**config.mk**
```make
export PLATFORM = sky130hd
export DESIGN_NAME = reaction_display_mux
export DESIGN_NICKNAME = d
export VERILOG_FILES = /design/src/rtl/disp_pkg.sv /design/src/rtl/seg_decoder.sv /design/src/rtl/reaction_display_mux.sv
export SDC_FILE = /design/constraint.sdc
export NUM_CORES = 1
export LEC_CHECK = 0
export CAP_MARGIN = 20
export CORE_UTILIZATION = 50
export CTS_BUF_LIST = sky130_fd_sc_hd__clkbuf_8
export CTS_CLUSTER_DIAMETER = 200
export DETAILED_ROUTE_END_ITERATION = 7
export PLACE_DENSITY = 0.73
export SLEW_MARGIN = 10
export SYNTH_ARGS = -nofsm -noshare
export SYNTH_HDL_FRONTEND = slang
export SYNTH_SLANG_ARGS = --single-unit
```
**constraint.sdc**
```tcl
create_clock -name clk -period 3.1 [get_ports clk]
set_input_delay 0.465 -clock clk [delete_from_list [all_inputs] [get_ports clk]]
set_output_delay 0.465 -clock clk [all_outputs]
set_load 0.01 [all_outputs]
```
**src/rtl/disp_pkg.sv**
```systemverilog
// Shared constants for the reaction-timer seven-segment display path:
// digit codes, active-low segment glyphs and the scan FSM state type.
package disp_pkg;

    // Input digit codes with a special meaning
    localparam logic [3:0] CODE_BLANK = 4'hF;
    localparam logic [3:0] CODE_H     = 4'h5;
    localparam logic [3:0] CODE_I     = 4'hA;

    // Full segment word with every segment and the dp dark
    localparam logic [7:0] SEG_BLANK  = 8'hFF;

    // Active-low glyphs for segments g..a (dp carried separately)
    localparam logic [6:0] GLYPH_0    = 7'h40;
    localparam logic [6:0] GLYPH_1    = 7'h79;
    localparam logic [6:0] GLYPH_2    = 7'h24;
    localparam logic [6:0] GLYPH_3    = 7'h30;
    localparam logic [6:0] GLYPH_4    = 7'h19;
    localparam logic [6:0] GLYPH_5    = 7'h12;
    localparam logic [6:0] GLYPH_6    = 7'h02;
    localparam logic [6:0] GLYPH_7    = 7'h78;
    localparam logic [6:0] GLYPH_8    = 7'h00;
    localparam logic [6:0] GLYPH_9    = 7'h10;
    localparam logic [6:0] GLYPH_H    = 7'h09;
    localparam logic [6:0] GLYPH_I    = 7'h4F;
    localparam logic [6:0] GLYPH_OFF  = 7'h7F;

    typedef enum logic {
        GAP  = 1'b0,
        SHOW = 1'b1
    } disp_state_t;

    // Decimal glyph lookup; codes above 9 map to all segments off
    function automatic logic [6:0] num_glyph(input logic [3:0] code);
        case (code)
            4'd0:    num_glyph = GLYPH_0;
            4'd1:    num_glyph = GLYPH_1;
            4'd2:    num_glyph = GLYPH_2;
            4'd3:    num_glyph = GLYPH_3;
            4'd4:    num_glyph = GLYPH_4;
            4'd5:    num_glyph = GLYPH_5;
            4'd6:    num_glyph = GLYPH_6;
            4'd7:    num_glyph = GLYPH_7;
            4'd8:    num_glyph = GLYPH_8;
            4'd9:    num_glyph = GLYPH_9;
            default: num_glyph = GLYPH_OFF;
        endcase
    endfunction

endpackage

```
**src/rtl/seg_decoder.sv**
```systemverilog
// Combinational digit-code to active-low segment decoder.
// Number mode shows 0..9 (other codes blank) with an optional dp;
// letter mode shows 'H' and 'I' only and never lights the dp.
module seg_decoder
    import disp_pkg::*;
(
    input  logic [3:0] code,
    input  logic       ltr,
    input  logic       dp_en,
    input  logic       blank_force,
    output logic [7:0] sseg
);

    // Pick the glyph; anything not explicitly recognised stays dark
    always_comb begin
        // NOTE: default first so every path assigns sseg and no latch is inferred.
        sseg = SEG_BLANK;
        if (!blank_force) begin
            if (ltr) begin
                case (code)
                    CODE_H:  sseg = {1'b1, GLYPH_H};
                    CODE_I:  sseg = {1'b1, GLYPH_I};
                    default: sseg = SEG_BLANK;
                endcase
            end else if (code <= 4'd9) begin
                // dp is active-low and only ever rides on a visible digit
                sseg = {~dp_en, num_glyph(code)};
            end
        end
    end

endmodule

```
**src/rtl/reaction_display_mux.sv**
```systemverilog
// Time-multiplexed 4-digit seven-segment driver for the reaction timer.
// Snapshots the digit codes once per frame (no tearing) and blanks the
// first GAP_CYC cycles of each digit slot (no ghosting).
// Optional build macro: LEAD_ZERO_BLANK_EN blanks leading zeros in number mode.
module reaction_display_mux
    import disp_pkg::*;
#(
    parameter int unsigned REFRESH_CYC = 100000,
    parameter int unsigned GAP_CYC     = 1000,
    parameter logic [3:0]  DP_MASK     = 4'b0000
) (
    input  logic       clk,
    input  logic       rst,
    input  logic [3:0] digit0,
    input  logic [3:0] digit1,
    input  logic [3:0] digit2,
    input  logic [3:0] digit3,
    input  logic       ltr_flag,
    output logic [3:0] an,
    output logic [7:0] sseg,
    output logic       frame_tick
);

    localparam int unsigned     CNT_W     = (REFRESH_CYC > 2) ? $clog2(REFRESH_CYC) : 1;
    localparam logic [CNT_W-1:0] SLOT_LAST = CNT_W'(REFRESH_CYC - 1);
    localparam logic [CNT_W-1:0] GAP_LAST  = CNT_W'((GAP_CYC == 0) ? 0 : GAP_CYC - 1);

    logic [CNT_W-1:0]  slot_cnt_q, slot_cnt_d;
    logic [1:0]        scan_idx_q, scan_idx_d;
    logic [3:0][3:0]   snap_q;
    logic              snap_ltr_q;
    logic              snap_valid_q;
    logic              frame_tick_q;
    disp_state_t       state_q;
    logic [3:0]        an_q;
    logic [7:0]        sseg_q;

    logic              slot_wrap;
    logic              frame_wrap;
    logic              lead_blank;
    logic [7:0]        dec_sseg;

    assign slot_wrap  = (slot_cnt_q == SLOT_LAST);
    assign frame_wrap = slot_wrap && (scan_idx_q == 2'd3);
    assign slot_cnt_d = slot_wrap ? '0 : slot_cnt_q + CNT_W'(1);
    assign scan_idx_d = slot_wrap ? scan_idx_q + 2'd1 : scan_idx_q;

`ifdef LEAD_ZERO_BLANK_EN
    // Blank a digit when it and every more-significant digit are zero; digit0 always shows
    always_comb begin
        lead_blank = 1'b0;
        if (!snap_ltr_q) begin
            case (scan_idx_q)
                2'd3:    lead_blank = (snap_q[3] == 4'h0);
                2'd2:    lead_blank = (snap_q[3] == 4'h0) && (snap_q[2] == 4'h0);
                2'd1:    lead_blank = (snap_q[3] == 4'h0) && (snap_q[2] == 4'h0)
                                   && (snap_q[1] == 4'h0);
                default: lead_blank = 1'b0;
            endcase
        end
    end
`else
    assign lead_blank = 1'b0;
`endif

    seg_decoder u_seg_decoder (
        .code        (snap_q[scan_idx_q]),
        .ltr         (snap_ltr_q),
        .dp_en       (DP_MASK[scan_idx_q]),
        .blank_force (lead_blank),
        .sseg        (dec_sseg)
    );

    // Slot/scan counters and the once-per-frame input snapshot
    always_ff @(posedge clk or negedge rst) begin
        if (!rst) begin
            slot_cnt_q   <= '0;
            scan_idx_q   <= 2'd0;
            // NOTE: the snapshot bank is only 17 flops, so it is reset to blank
            // codes; that guarantees a dark display before the first frame.
            snap_q       <= {4{CODE_BLANK}};
            snap_ltr_q   <= 1'b0;
            snap_valid_q <= 1'b0;
            frame_tick_q <= 1'b0;
        end else begin
            // NOTE: non-blocking assignments so every flop samples pre-edge values.
            slot_cnt_q   <= slot_cnt_d;
            scan_idx_q   <= scan_idx_d;
            frame_tick_q <= frame_wrap;
            if (frame_wrap) begin
                snap_q       <= {digit3, digit2, digit1, digit0};
                snap_ltr_q   <= ltr_flag;
                snap_valid_q <= 1'b1;
            end
        end
    end

    // Gap/show FSM with registered anode and segment outputs
    always_ff @(posedge clk or negedge rst) begin
        if (!rst) begin
            state_q <= GAP;
            an_q    <= 4'b1111;
            sseg_q  <= SEG_BLANK;
        end else begin
            if ((state_q == SHOW) && snap_valid_q) begin
                an_q   <= ~(4'b0001 << scan_idx_q);
                sseg_q <= dec_sseg;
            end else begin
                an_q   <= 4'b1111;
                sseg_q <= SEG_BLANK;
            end

            case (state_q)
                GAP:     if ((GAP_CYC == 0) || (slot_cnt_q == GAP_LAST)) state_q <= SHOW;
                SHOW:    if ((GAP_CYC != 0) && slot_wrap) state_q <= GAP;
                default: state_q <= GAP;
            endcase
        end
    end

    assign an         = an_q;
    assign sseg       = sseg_q;
    assign frame_tick = frame_tick_q;

endmodule

```
After elaboration in Yosys (flattened, before gate mapping)
Memory sizes are Yosys's and may differ from the RTL's.
Cells that the tools add are included.
{"block": "totals", "ff_bits": 51, "mem_bits_ro": 112, "out_inout_bits": 13, "elab_cells": 41, "n_memories": 1}
{"name": "(name not given)", "depth": 16, "width": 7, "rd": 1, "rd_ports_with_merged_regs": 0, "write_ports": 0, "line": "disp_pkg.sv:35", "rtl": "case (code)"}
{"block": "classes", "n_addsub": 2, "n_lt_le_gt_ge": 2, "eq_ne": 5, "shift": 1, "n_mux": 13, "bitwise_logic": 3, "n_reduce_logical": 2}
{"op": "2-to-1 mux 8 bit", "n": 3}
{"op": "adder 17 x 1 -> 17 bit, second input constant", "n": 1}
{"op": "== test 17 x 10 -> 1 bit, second input constant", "n": 1}
{"op": "== test 17 bit, second input constant", "n": 1}
{"op": "2-to-1 mux 17 bit", "n": 1}
{"op": "case mux 7 bit (2 select lines)", "n": 1}
{"op": "binary-select mux 4 bit (select 2 bit)", "n": 1}
{"op": "2-to-1 mux 4 bit", "n": 2}
{"op": "== test 4 x 3 -> 1 bit, second input constant", "n": 1}
{"op": "== test 4 bit, second input constant", "n": 1}
{"op": "less-or-equal comparator 4 bit, second input constant", "n": 1}
{"op": "NOT 4 bit", "n": 1}
{"op": "<< shifter 1 x 2 -> 4 bit, first input constant", "n": 1}
{"op": "less-than comparator 2 x 3 -> 1 bit, second input constant", "n": 1}
{"op": "2-to-1 mux 1 bit", "n": 3}
{"op": "adder 2 x 1 -> 2 bit, second input constant", "n": 1}
{"op": "binary-select mux 1 bit (select 2 bit)", "n": 1}
{"op": "== test 2 bit, second input constant", "n": 1}
{"op": "logical AND 1 bit", "n": 2}
{"op": "NOT 1 bit", "n": 2}
{"op": "case mux 1 bit (2 select lines)", "n": 1}

Longest topological paths before layout
{"block": "logic_depth", "ltp_word": 6, "ltp_mapped": 8}

By module
From an unflattened synthesis, not the netlist that was laid out.
{"block": "hier_totals", "cells_unflattened": 212, "area_unflattened_um2": 2613.8}
{"module": "reaction_display_mux", "instances": 1, "cells_per_inst": 168, "area_each_um2": 2293.4, "seq_area_each_um2": 1311.3}
{"module": "seg_decoder", "instances": 1, "cells_per_inst": 44, "area_each_um2": 320.3, "seq_area_each_um2": 0.0}

Least setup slack after synthesis
Ideal clock, no wire load.
{"block": "synth_path", "path_type": "register to register", "from": "register scan_idx_q[0]", "to": "register sseg_q[0] (netlist: sseg[0])", "arrival_ns": 2.163, "t_required_ns": 3.009, "path_slack_ns": 0.847, "path_stages_with_launch": 9, "n_path_buf": 1, "period_less_slack_ns": 2.253, "path_cell_list": "dfrtp_1 > buf_6 > mux4_2 > inv_1 > ha_1 > nor2_1 > o31a_1 > a2111oi_4 > o21ai_1"}
{"block": "synth_via", "elab_chain_len": 6, "elab_cells_between_ends": 7}
{"item": "start: declaration", "line": "reaction_display_mux.sv:29", "rtl": "logic [1:0] scan_idx_q, scan_idx_d;"}
{"item": "start signal: assignment", "line": "reaction_display_mux.sv:88", "rtl": "scan_idx_q <= scan_idx_d;"}
{"item": "binary-select mux 4 bit (select 2 bit) (*)", "line": "reaction_display_mux.sv:67", "rtl": ".code (snap_q[scan_idx_q]),"}
{"item": "2-to-1 mux 4 bit (implied by the code) (*)", "line": "reaction_display_mux.sv:67"}
{"item": "memory read (16 x 7 bit) / less-or-equal comparator 4 bit (equally long branches)"}
{"item": "2-to-1 mux 8 bit (*)", "line": "seg_decoder.sv:25", "rtl": "end else if (code <= 4'd9) begin"}
{"item": "2-to-1 mux 8 bit (*)", "line": "seg_decoder.sv:19", "rtl": "if (ltr) begin"}
{"item": "2-to-1 mux 8 bit (*)", "line": "reaction_display_mux.sv:105", "rtl": "if ((state_q == SHOW) && snap_valid_q) begin"}
{"item": "end signal: assignment", "line": "reaction_display_mux.sv:107", "rtl": "sseg_q <= dec_sseg;"}
{"item": "end: declaration", "line": "reaction_display_mux.sv:36", "rtl": "logic [7:0] sseg_q;"}
Every way passes the cells marked *; elsewhere a longest branch is shown, timed or not. The select of a mux whose other input is x is not followed.
A chain may end at the register's enable or synchronous reset.

Worst setup path in the final report
{"block": "layout_path", "from": "register scan_idx_q[0]", "to": "register sseg_q[3] (netlist: sseg[3])"}
Same word-level chain as after synthesis.

==> run_summary.xml <==
<?xml version="1.0" encoding="UTF-8"?>
<metrics>
  <group name="run_status">
    <metric name="outcome" unit="">completed</metric>
  </group>
  <group name="sta">
    <metric name="post-route-worst-setup-slack" unit="ps">622</metric>
    <metric name="fmax" unit="MHz">404</metric>
    <metric name="grt_setup_unrepaired" unit="">no</metric>
    <metric name="report.final.setup_viol" unit="">0</metric>
    <metric name="finClkSkew" unit="ps">5.85</metric>
    <metric name="tightestPinTransition" unit="ps">749</metric>
    <metric name="finalHoldWorstSlack" unit="ps">195</metric>
    <metric name="finalWorstPathRequiredPeriod" unit="ps">2480</metric>
    <metric name="hold_violations" unit="">0</metric>
    <metric name="setup-tns-final" unit="ps">0</metric>
    <metric name="timing.final.crit_share" unit="">0.799</metric>
    <metric name="maxSlewViolCount" unit="">0</metric>
    <metric name="max_slew_margin" unit="">0.496</metric>
  </group>
  <group name="clock_tree">
    <metric name="clk_path_buf_depth" unit="">2</metric>
    <metric name="clk_pin_slew" unit="ps">90</metric>
    <metric name="cts_tree" unit="">done</metric>
    <metric name="cts_root_buf" unit="">sky130_fd_sc_hd__clkbuf_8</metric>
    <metric name="count_of_hold_buffers_inserted_by_post_cts_repair" unit="">0</metric>
    <metric name="post_cts_resized" unit="">0</metric>
    <metric name="insertion_delay" unit="ps">300</metric>
    <metric name="cts.sink_count" unit="">50</metric>
    <metric name="num_cts_buffers" unit="">5</metric>
    <metric name="postCtsSetupBuffers" unit="">0</metric>
    <metric name="cts_htree_levels" unit="">2</metric>
  </group>
  <group name="finish">
    <metric name="mostFrequentLayoutCells" unit="">sky130_fd_sc_hd__clkdlybuf4s50_1, sky130_fd_sc_hd__dfstp_2, sky130_fd_sc_hd__dfrtp_1, sky130_fd_sc_hd__mux2_1, sky130_fd_sc_hd__nor2_1</metric>
    <metric name="multi_input_area" unit="um^2">1070</metric>
    <metric name="num_antenna_cells" unit="">0</metric>
    <metric name="layout-drive-gt1-share" unit="">0.194</metric>
    <metric name="layout.cells.most_common" unit="">sky130_fd_sc_hd__clkdlybuf4s50_1</metric>
    <metric name="areaGrowthSynthToFinish" unit="%">19.1</metric>
    <metric name="final_design_area_no_fill" unit="um^2">2910</metric>
    <metric name="layout.nets" unit="">260</metric>
    <metric name="fill_cells" unit="">386</metric>
    <metric name="area.sequential" unit="um^2">1280</metric>
  </group>
  <group name="grt">
    <metric name="antenna_violations_before_repair" unit="">0</metric>
    <metric name="globalRoute.totalOverflow" unit="">0</metric>
    <metric name="via_count_of_the_first_global_routing_pass" unit="">1469</metric>
    <metric name="grt_first_pass_wirelength" unit="mm">7.02</metric>
    <metric name="grt_max_degree" unit="">32</metric>
    <metric name="grt_util_all_layers" unit="">0.175</metric>
  </group>
  <group name="power">
    <metric name="comb_power_share" unit="">0.061</metric>
    <metric name="cellLeakagePower" unit="nW">1.22</metric>
    <metric name="switching_share" unit="">0.216</metric>
    <metric name="ir_worst_vdd" unit="mV">0.258</metric>
    <metric name="power_report.internal_total" unit="uW">951</metric>
    <metric name="p_per_area" unit="nW/um^2">418</metric>
    <metric name="switchingPower" unit="uW">262</metric>
    <metric name="pwr-share-clk" unit="">0.378</metric>
    <metric name="seqPwrFrac" unit="">0.560</metric>
  </group>
  <group name="critical_path">
    <metric name="worstRegToRegCells" unit="">7</metric>
    <metric name="cp-start-kind" unit="">flip-flop</metric>
    <metric name="crit_path_max_fanout" unit="">8</metric>
    <metric name="crit-reg2reg-launch" unit="">scan_idx_q[0]$_DFFE_PN0N_</metric>
    <metric name="crit-reg2reg-capture" unit="">sseg[3]$_DFF_PN1_</metric>
    <metric name="worst_ep_required_time" unit="ps">3330</metric>
    <metric name="timing.critical_path.to_type" unit="">flip-flop</metric>
    <metric name="arr_time_crit_path" unit="ps">2700</metric>
    <metric name="timing_worst_setup_path_type" unit="">reg -&gt; reg</metric>
    <metric name="reg2reg_setup_slack" unit="ps">620</metric>
  </group>
  <group name="synth">
    <metric name="synth.lib_cells_used.distinct" unit="">49</metric>
    <metric name="synth_warnings" unit="">0</metric>
    <metric name="syn_area_per_cell" unit="um^2">12.4</metric>
    <metric name="synth_cells" unit="">197</metric>
    <metric name="synth_top_area_share" unit="">0.291</metric>
    <metric name="netlist_area" unit="um^2">2440</metric>
    <metric name="synth_edf_count" unit="">0</metric>
    <metric name="synth_ff_type" unit="">sky130_fd_sc_hd__dfstp_2</metric>
    <metric name="postSynthNetCount" unit="">226</metric>
    <metric name="synth.ff_latch_count" unit="">50</metric>
    <metric name="synth_async_sr_flop_share" unit="">1.00</metric>
    <metric name="ys_top_cells_by_area" unit="">sky130_fd_sc_hd__dfstp_2, sky130_fd_sc_hd__dfrtp_1, sky130_fd_sc_hd__mux2_1, sky130_fd_sc_hd__ha_1, sky130_fd_sc_hd__xor2_1</metric>
    <metric name="synth_seq_area_share" unit="">0.526</metric>
    <metric name="synth_top_area_cell" unit="">sky130_fd_sc_hd__dfstp_2</metric>
  </group>
  <group name="detailed_routing">
    <metric name="route.antenna.remaining_nets" unit="">0</metric>
    <metric name="routed_via_density" unit="">5.22</metric>
    <metric name="post_drt_wl_per_cell" unit="um">13.5</metric>
    <metric name="dr_total_vias" unit="">1561</metric>
    <metric name="drc" unit="">0</metric>
    <metric name="post_detailed_routing_wire_length" unit="mm">4.04</metric>
    <metric name="first_iter_violations" unit="">121</metric>
    <metric name="drt_pre_antenna_iters" unit="">4</metric>
  </group>
  <group name="floorplanning">
    <metric name="die-width" unit="um">71.9</metric>
    <metric name="fp.dieH" unit="um">71.9</metric>
    <metric name="die_area" unit="um^2">5170</metric>
    <metric name="start_util" unit="">0.517</metric>
    <metric name="io_pins" unit="">32</metric>
    <metric name="floorplan.core_area" unit="um^2">4720</metric>
    <metric name="row_count" unit="">25</metric>
  </group>
  <group name="min_path">
    <metric name="hold_path_class" unit="">in -&gt; async</metric>
  </group>
  <group name="flow_run">
    <metric name="max_capacitance_violation_total" unit="">0</metric>
  </group>
  <group name="place">
    <metric name="post_place_instance_area" unit="um^2">2790</metric>
    <metric name="placement.setup.worst_slack" unit="ps">646</metric>
    <metric name="port-buffer-count" unit="">30</metric>
    <metric name="dpl.hpwl" unit="mm">2.94</metric>
    <metric name="finalWeightedCongestion" unit="">0.897</metric>
  </group>
</metrics>
-- flip-flops by register name, indices dropped and copies added, names as in the netlist --
register and count:
frame_tick 1, an 4, snap_q 16, snap_valid_q 1, slot_cnt_q 17, snap_ltr_q 1, sseg 7, scan_idx_q 2
state_q 1
-- through the flow --
step | instances | power, mW | utilization
floorplan | 197 | 0.724 | -
global placement | 291 | 0.767 | 0.592
detailed placement | 291 | 0.767 | 0.592
CTS | 299 | 1.23 | 0.615
global route | 299 | 1.26 | 0.615
finish | 299 | 1.21 | 0.615
-- worst max-delay path: stages (launching register included) --
cell                        delay, ps
sky130_fd_sc_hd__dfrtp_1          530
sky130_fd_sc_hd__mux4_2           640
sky130_fd_sc_hd__inv_1            140
sky130_fd_sc_hd__ha_1             260
sky130_fd_sc_hd__nor2_1            80
sky130_fd_sc_hd__o31a_1           300
sky130_fd_sc_hd__a2111oi_4        340
sky130_fd_sc_hd__o21ai_1          110
-- routing by layer --
metal  vias to the layer above  track usage  share of wire
met3                         5       0.0492          0.030
met2                        29        0.259           0.45
met1                       764        0.255           0.51
met5                         -            0              0
li1                        763            -              -
met4                         0       0.0479         0.0089
-- worst max path at each step --
stage	slack, ps	cells after the start	start	end
5_1_grt	430	7	scan_idx_q[0]$_DFFE_PN0N_	sseg[0]$_DFF_PN1_
4_1_cts	620	7	scan_idx_q[0]$_DFFE_PN0N_	sseg[3]$_DFF_PN1_
3_5_place_dp	650	7	scan_idx_q[0]$_DFFE_PN0N_	sseg[3]$_DFF_PN1_
2_1_floorplan	850	8	scan_idx_q[0]$_DFFE_PN0N_	sseg[0]$_DFF_PN1_
3_3_place_gp	690	7	scan_idx_q[0]$_DFFE_PN0N_	sseg[3]$_DFF_PN1_
6_report	620	7	scan_idx_q[0]$_DFFE_PN0N_	sseg[3]$_DFF_PN1_
-- layout make-up --
class                   instances  share of cell area
flip-flops and latches         50               0.442
multi-input cells             130               0.367
repair buffers                 33               0.109
well taps                      67              0.0288
clock buffers                   5              0.0237
clock inverters                 3              0.0151
inverters                      11              0.0142
-- power by group through the flow --
stage | registers, mW | clock network [mW] | logic (mW)
CTS | 0.680 | 0.470 | 0.0756
detailed placement | 0.692 | 0 | 0.0753
global route | 0.682 | 0.492 | 0.0837
floorplan | 0.687 | 0 | 0.0368
global placement | 0.691 | 0 | 0.0753
finish | 0.680 | 0.459 | 0.0743
-- cell usage after synthesis (all sizes together) (2+ instances only) --
master  instances
xnor2           5
nand2b          2
xor2            9
nand3b          2
nor3            4
o21ai           7
nor2           12
dfstp          27
and3            4
dfrtp          23
nand2          10
nand4           4
mux2           17
nor4b           3
mux4            4
ha             10
nor4            2
nand3          10
buf             4
inv            10
o31ai           2
a21oi           5
-- cell families after synthesis --
kind of cell | count (synthesis) | synth area share
and+or+nand+nor | 60 | 0.142
DFF | 50 | 0.526
AOI/OAI and AO/OA | 23 | 0.0692
muxes | 22 | 0.122
buffers and inverters | 17 | 0.0369
xor gates and xnor gates | 14 | 0.0502
adders and majority gates | 10 | 0.0513
other | 1 | 0.00154
Note: power is estimated with default switching activity, not from simulation.
